<file path="config.mk">
export PLATFORM = sky130hd
export DESIGN_NAME = tms34020_cache_fill
export DESIGN_NICKNAME = d
export VERILOG_FILES = /design/src/rtl/tms34020_cache_fill.sv
export SDC_FILE = /design/constraint.sdc
export NUM_CORES = 1
export LEC_CHECK = 0
export BUFFER_PORTS_ARGS = -buffer_cell sky130_fd_sc_hd__clkbuf_2
export CELL_PAD_IN_SITES_DETAIL_PLACEMENT = 1
export CELL_PAD_IN_SITES_GLOBAL_PLACEMENT = 1
export CORE_ASPECT_RATIO = 0.9
export CORE_MARGIN = 3
export CORE_UTILIZATION = 41
export CTS_CLUSTER_SIZE = 28
export DETAILED_ROUTE_END_ITERATION = 8
export GPL_ROUTABILITY_DRIVEN = 0
export GPL_TIMING_DRIVEN = 0
export PLACE_DENSITY_LB_ADDON = 0.1
export SLEW_MARGIN = 30
export SYNTH_ARGS = -nofsm -noshare
export SYNTH_HDL_FRONTEND = slang
export SYNTH_SLANG_ARGS = --single-unit
export TNS_END_PERCENT = 100
</file>
<file path="constraint.sdc">
create_clock -name clk_i -period 3.4 [get_ports clk_i]
set_input_delay 0 -clock clk_i [delete_from_list [all_inputs] [get_ports clk_i]]
set_output_delay 0 -clock clk_i [all_outputs]
set_load 0.01 [all_outputs]
</file>
<file path="src/rtl/tms34020_cache_fill.sv">
// Bus-side fill engine for the TMS34020 instruction cache: fetches a missing 128-bit subsegment as
// four longwords and presents each on the cache write port with CE_F/CE_R phasing.
module tms34020_cache_fill (
  input  logic        clk_i,
  input  logic        rst_ni,
  input  logic        en_i,
  input  logic        ce_f_i,
  input  logic        ce_r_i,
  input  logic        rst_exec_i,
  input  logic [31:0] pc_i,
  input  logic        cache_miss_i,
  output logic [31:0] cache_data_o,
  output logic        cache_wr_o,
  output logic        mem_req_o,
  output logic [31:0] mem_addr_o,
  input  logic        mem_ack_i,
  input  logic [31:0] mem_di_i,
  output logic        fill_busy_o
);

  typedef enum logic [2:0] {
    StIdle,
    StBus,
    StArm,
    StWrRise,
    StWrFall
  } state_e;

  state_e      state_q;
  logic [24:0] base_q;
  logic [1:0]  start_q;
  logic [1:0]  cnt_q;
  logic [31:0] data_q;
  logic [31:0] cache_data_q;
  logic [31:0] mem_addr_q;
  logic        cache_wr_q;
  logic        mem_req_q;
  logic        busy_q;

  logic [1:0]  cnt_inc;
  logic [1:0]  word_next;

  assign cnt_inc   = cnt_q + 2'd1;
  // Fill order wraps modulo 4 starting at the missed word.
  assign word_next = start_q + cnt_inc;

  always_ff @(posedge clk_i) begin
    if (!rst_ni) begin
      state_q      <= StIdle;
      base_q       <= '0;
      start_q      <= '0;
      cnt_q        <= '0;
      data_q       <= '0;
      cache_data_q <= '0;
      mem_addr_q   <= '0;
      cache_wr_q   <= 1'b0;
      mem_req_q    <= 1'b0;
      busy_q       <= 1'b0;
    end else if (en_i) begin
      unique case (state_q)
        StIdle: begin
          if (ce_f_i && cache_miss_i && !rst_exec_i) begin
            base_q     <= pc_i[31:7];
            start_q    <= pc_i[6:5];
            cnt_q      <= 2'd0;
            mem_addr_q <= {pc_i[31:5], 5'b0};
            mem_req_q  <= 1'b1;
            busy_q     <= 1'b1;
            state_q    <= StBus;
          end
        end
        StBus: begin
          if (mem_ack_i) begin
            data_q    <= mem_di_i;
            mem_req_q <= 1'b0;
            state_q   <= StArm;
          end
        end
        StArm: begin
          if (ce_f_i) begin
            cache_wr_q   <= 1'b1;
            cache_data_q <= data_q;
            state_q      <= StWrRise;
          end
        end
        StWrRise: begin
          // The cache latches its write address on this CE_R.
          if (ce_r_i) begin
            state_q <= StWrFall;
          end
        end
        StWrFall: begin
          if (ce_f_i) begin
            cache_wr_q <= 1'b0;
            if (cnt_q == 2'd3) begin
              busy_q  <= 1'b0;
              state_q <= StIdle;
            end else begin
              cnt_q      <= cnt_inc;
              mem_addr_q <= {base_q, word_next, 5'b0};
              mem_req_q  <= 1'b1;
              state_q    <= StBus;
            end
          end
        end
        default: state_q <= StIdle;
      endcase
    end
  end

  assign cache_data_o = cache_data_q;
  assign cache_wr_o   = cache_wr_q;
  assign mem_req_o    = mem_req_q;
  assign mem_addr_o   = mem_addr_q;
  assign fill_busy_o  = busy_q;

endmodule

</file>
== Word-level counts from Yosys, hierarchy flattened ==
Cells that the tools add are included.

* Reduce and logical (&&, ||, !) cells: 15
* Add/subtract/negate cells: 2
* Muxes and demuxes: 26
* Equality and inequality tests: 12

{| class="wikitable"
|+ Operators with widths
! kind !! count
|-
| 32-bit two-way mux || 3
|-
| 32-bit one-hot mux with 2 select lines || 1
|-
| 3-bit two-way mux || 5
|-
| 3-bit one-hot mux with 5 select lines || 1
|-
| 2-bit != test, second input constant || 7
|-
| 6-bit AND reduction || 2
|-
| 5-bit AND reduction || 2
|-
| 1-bit two-way mux || 9
|-
| 3-bit AND reduction || 3
|-
| 3-bit by 2-bit equality test with 1-bit output, second input constant || 2
|-
| 2-bit two-way mux || 3
|-
| 1-bit one-hot mux with 2 select lines || 2
|-
| 2-bit one-hot mux with 2 select lines || 1
|-
| 4-bit AND reduction || 1
|-
| 2-bit nonzero test || 2
|-
| 3-bit by 1-bit equality test with 1-bit output, second input constant || 1
|-
| 3-bit equality test, second input constant || 1
|-
| 3-bit logical NOT || 1
|-
| 1-bit one-hot mux with 3 select lines || 1
|-
| 3-bit nonzero test || 1
|-
| 2-bit by 1-bit adder with 2-bit output, second input constant || 1
|-
| 2-bit adder || 1
|-
| 2-bit equality test, second input constant || 1
|-
| 1-bit logical AND || 2
|-
| 1-bit logical NOT || 1
|}

* Output and inout bits: 67
* Bits in registers: 131

== Longest topological paths before layout ==
* Word-level depth: 5
* Mapped depth: 7
* Gate-level depth less buffers: 6

== Least setup slack after synthesis ==
Ideal clock, no wire load.

* Path type: register -> register
* Start: register state_q[2]
* End: register mem_addr_q[6], in the netlist mem_addr_o[6]
* Cell stages (with the launch flop): 7
* Buffers on the path: 2
* Required time: 3.275 ns
* Slack: 1.713 ns
* Arrival: 1.562 ns
* Cells stage by stage: dfxtp_1 or3b_1 o221a_2 buf_2 buf_4 o21ai_0 a31oi_1

* Longest elaborated chain between the ends: 3

{| class="wikitable"
|+ RTL lines
! what !! RTL line !! source
|-
| start: declaration || 29 || <nowiki>state_e state_q;</nowiki>
|-
| start signal: assignment || 49 || <nowiki>state_q <= StIdle;</nowiki>
|-
| start signal: assignment || 69 || <nowiki>state_q <= StBus;</nowiki>
|-
| start signal: assignment || 76 || <nowiki>state_q <= StArm;</nowiki>
|-
| 3-bit equality test or 3-bit logical NOT (tied branches) || 60 || <nowiki>unique case (state_q)</nowiki>
|-
| 2-bit != test (no line) or 2-bit nonzero test (tied branches) || - ||
|-
| 5-bit AND reduction (no line) || - ||
|-
| end signal: assignment || 66 || <nowiki>mem_addr_q <= {pc_i[31:5], 5'b0};</nowiki>
|-
| end signal: assignment || 100 || <nowiki>mem_addr_q <= {base_q, word_next, 5'b0};</nowiki>
|-
| end: declaration || 35 || <nowiki>logic [31:0] mem_addr_q;</nowiki>
|}

Several ways; a longest one is shown, not always the timed one.
A chain may end at the register's enable or synchronous reset.

== Worst setup path after layout ==
* Start: register state_q[0]
* End: register mem_addr_q[13], in the netlist mem_addr_o[13]

The elaborated chain is that of the path after synthesis.

==> run_results.csv <==
group,metric,value,unit
outcome,status,"completed",
floorplanning,core-area,11670,µm²
clock_network,post_cts.repair.setup_buffers,0,
pwr,power_frac_seq,43.3,%
yosys,yosys-top-cells-count,"nand2_1, dfxtp_1, a21oi_1",
worst_hold_path,hold_path_class,"in -> reg",
flow_run,max-cap-violations,0,
floorplanning,die_h,110.9,µm
clock_network,clock_path_buffers,2,
yosys,async_flop_share,0,%
finish,instances_no_fill,962,
clock_network,clk_latency,0.41,ns
routing,drc,0,
clock_network,cts.sinks,126,
setup_path,crit_chain,"clkbuf_1, nor3b_2, clkbuf_1, nand2_1, a311oi_2",
timing,final.setup.tns,0,ns
setup_path,cp.depth,5,
yosys,ys_warn_count,0,
floorplanning,dieArea,13600,µm²
clock_network,post_cts_resized,0,
routing,viasPerCell,5.068,
clock_network,cts.clk_slew.worst_paths,0.05,ns
yosys,synth.area.top_cells,"dfxtp_1, nand2_1, a311oi_2, a21oi_1, mux2i_1",
routing,vias,4875,
timing,finalHoldViolCount,0,
setup_path,path_buf_inv,2,
yosys,ys_seq_area_share,50.30,%
finish,fillers,1426,
setup_path,arrival,2.57,ns
timing,setup_viol,0,
clock_network,cts_tree,"yes",
setup_path,crit_fanout,10,
floorplanning,start_util,42.99,%
routing,routed_wl,16090,µm
clock_network,htree_levels,4,
worst_hold_path,hold_path_depth,4,
setup_path,setup.worst_path.class,"reg -> reg",
yosys,synthFlopType,"dfxtp_1",
routing,wire_per_inst,16.73,µm
setup_path,cp-start-kind,"flop",
floorplanning,fp-row-count,37,
timing,rsz0062_at_grt,"false",
pwr,power_density,496.9,nW/µm²
global_routing,grt_pass1_wl,26020,µm
global_routing,grt_pass1_vias,5262,
clock_network,cts_buffers,17,
placement,dp_cells,870,
pwr,leakage,2.988,nW
finish,nNetsFinal,868,
yosys,yosysMostFrequentCell,"nand2_1",
pwr,clockPowerShare,49.4,%
pwr,p_int,2.730,mW
setup_path,reg2reg_depth,5,
yosys,synth_top_cell_by_area,"dfxtp_1",
global_routing,grt.overflow.total,0,
timing,fin_skew,0.007590,ns
yosys,ys_ff_latch,126,
setup_path,cp_slowest_cell,"nor3b_2",
clock_network,cts-root-buf,"clkbuf_16",
yosys,synthDistinctLibCells,36,
global_routing,grt_antenna_before_repair,0,
setup_path,critPathRequiredTime,3.72,ns
finish,insertedDiodeCount,0,
yosys,synth-edff-count,0,
global_routing,grt_usage,24.38,%
clock_network,postCtsHoldBufs,61,
setup_path,cpMostUsedCell,"clkbuf_1",
global_routing,grt_max_degree,17,
timing,maxSlewViolCount,0,
timing,post-route-min-period,2.250,ns
pwr,p_sw_share,21.90,%
floorplanning,pin_count,139,
timing,relSlewSlack,46.71,%
yosys,synth_top_area_share,50.30,%
pwr,finalPower,3.496,mW
yosys,netlist_instances,582,
timing,max_slew.worst_pin.slew,0.7994,ns
pwr,p_comb_share,7.3,%
routing,dr.pass1.iters,4,
setup_path,end_kind,"flop",
timing,max_freq,444.4,MHz
setup_path,cpLargestDelayFamily,"simple AND/OR/NAND/NOR gates",
pwr,peakVddDrop,0.3720,mV
timing,fin_crit_sh,66.19,%
yosys,synth_area_per_cell,8.617,µm²
setup_path,max_stage_delay,0.68,ns
finish,area_delta_synth_final,40.27,%
pwr,switchingPower,765.4,µW
finish,drive_above_1_share,26.55,%
routing,drtIter0Drc,194,
placement,place_hpwl,10620,µm
floorplanning,die_w,122.6,µm
placement,port_buffers,128,
yosys,synth_area,5015,µm²
routing,ant_nets,0,
-- power by group through the flow --
| stage | clock [mW] | combinational [mW] | sequential [mW] |
|---|---|---|---|
| floorplan | 0 | 0.101 | 1.55 |
| global placement | 0 | 0.189 | 1.54 |
| detailed placement | 0 | 0.194 | 1.54 |
| CTS | 1.75 | 0.251 | 1.51 |
| global route | 1.82 | 0.278 | 1.51 |
| finish | 1.73 | 0.254 | 1.51 |
-- path summary, 6_finish.rpt --
path | start | to | slack, ns
hold reg to reg | data_q[3] | cache_data_o[3] | 0.45
setup / recovery | state_q[0] | mem_addr_o[13] | 1.15
setup reg to reg | state_q[0] | mem_addr_o[13] | 1.15
hold / removal | en_i | state_q[0] | 0.04
-- placed cells by master, fill, tap and decap left out, types with 2 or more instances in the layout --
| cell | synthesis | layout |
|---|---|---|
| clkinv_2 | 0 | 6 |
| mux2i_1 | 27 | 27 |
| conb_1 | 1 | 5 |
| dfxtp_1 | 126 | 126 |
| dlygate4sd3_1 | 0 | 61 |
| or2_2 | 2 | 2 |
| or3_1 | 2 | 2 |
| xnor2_1 | 2 | 2 |
| nor2_1 | 57 | 57 |
| bufinv_16 | 0 | 2 |
| clkbuf_1 | 27 | 31 |
| inv_1 | 3 | 3 |
| buf_4 | 8 | 8 |
| o221a_2 | 3 | 3 |
| nand3_1 | 2 | 2 |
| clkbuf_16 | 0 | 17 |
| buf_2 | 14 | 14 |
| a311oi_2 | 26 | 26 |
| a21oi_1 | 60 | 60 |
| clkbuf_2 | 0 | 128 |
| a31oi_1 | 2 | 2 |
| o21ai_0 | 5 | 5 |
| a21boi_0 | 9 | 9 |
| clkbuf_8 | 0 | 2 |
| ha_1 | 2 | 2 |
| nand2_1 | 187 | 187 |
| nand2b_1 | 2 | 2 |
-- worst reg2reg max path, cell delays in order (launching register included) --
cell	delay (ns)
dfxtp_1	0.33
clkbuf_1	0.24
nor3b_2	0.68
clkbuf_1	0.49
nand2_1	0.17
a311oi_2	0.26
-- through the flow --
stage / instance area (µm²) / hold WS, ns / utilization [%] / setup WS, ns
6_report: 7034 / 0.04098 / 60.30 / 1.150
4_1_cts: 7034 / 0.01816 / 60.30 / 1.182
3_5_place_dp: 5866 / 0.2320 / 50.28 / 1.196
2_1_floorplan: 5030 / 0.1360 / - / 1.713
3_3_place_gp: 5866 / 0.2276 / 50.28 / 1.263
5_1_grt: 7034 / 0.06399 / 60.30 / 0.9633
-- layout make-up --
class                   instances  area (µm²)  area share [%]
plain buffers                  49       231.5           3.291
flip-flops and latches        126        2522           35.86
well taps                     156       195.2           2.775
clock buffers                  23       467.9           6.652
repair buffers                189        1251           17.79
multi-input cells             407        2261           32.14
clock inverters                 8       90.09           1.281
inverters                       4       15.01          0.2134
-- cell families (layout without fill, tap and decap cells) --
family	count (synthesis)	count (layout)	share of synthesized area (%)
AND/OR/NAND/NOR	260	260	20.78
other	1	5	0.07478
buffers and inverters	53	273	4.915
XOR/XNOR	2	2	0.3494
AO/OA/AOI/OAI	110	110	17.46
adder cells (fa/ha/maj)	2	2	0.4989
multiplexers	28	28	5.614
flip-flops	126	126	50.30
-- metal layers --
| metal | global-route usage (%) | vias up | part of all wire [%] | wire [µm] |
|---|---|---|---|---|
| met1 | 28.21 | 2373 | 42 | 6792 |
| met3 | 5.918 | 19 | 5.1 | 828 |
| met5 | 0 | - | 0 | 0 |
| met2 | 43.81 | 120 | 51 | 8238 |
| li1 | - | 2363 | - | - |
| met4 | 7.537 | 0 | 1.5 | 235 |
-- flip-flops by register name, summed over array words and instances, names as in the netlist, 2 cells and up --
register      count
cache_data_o     32
data_q           32
mem_addr_o       27
base_q           25
state_q           3
cnt_q             2
start_q           2
No activity file was read; power rests on OpenSTA's default activity.
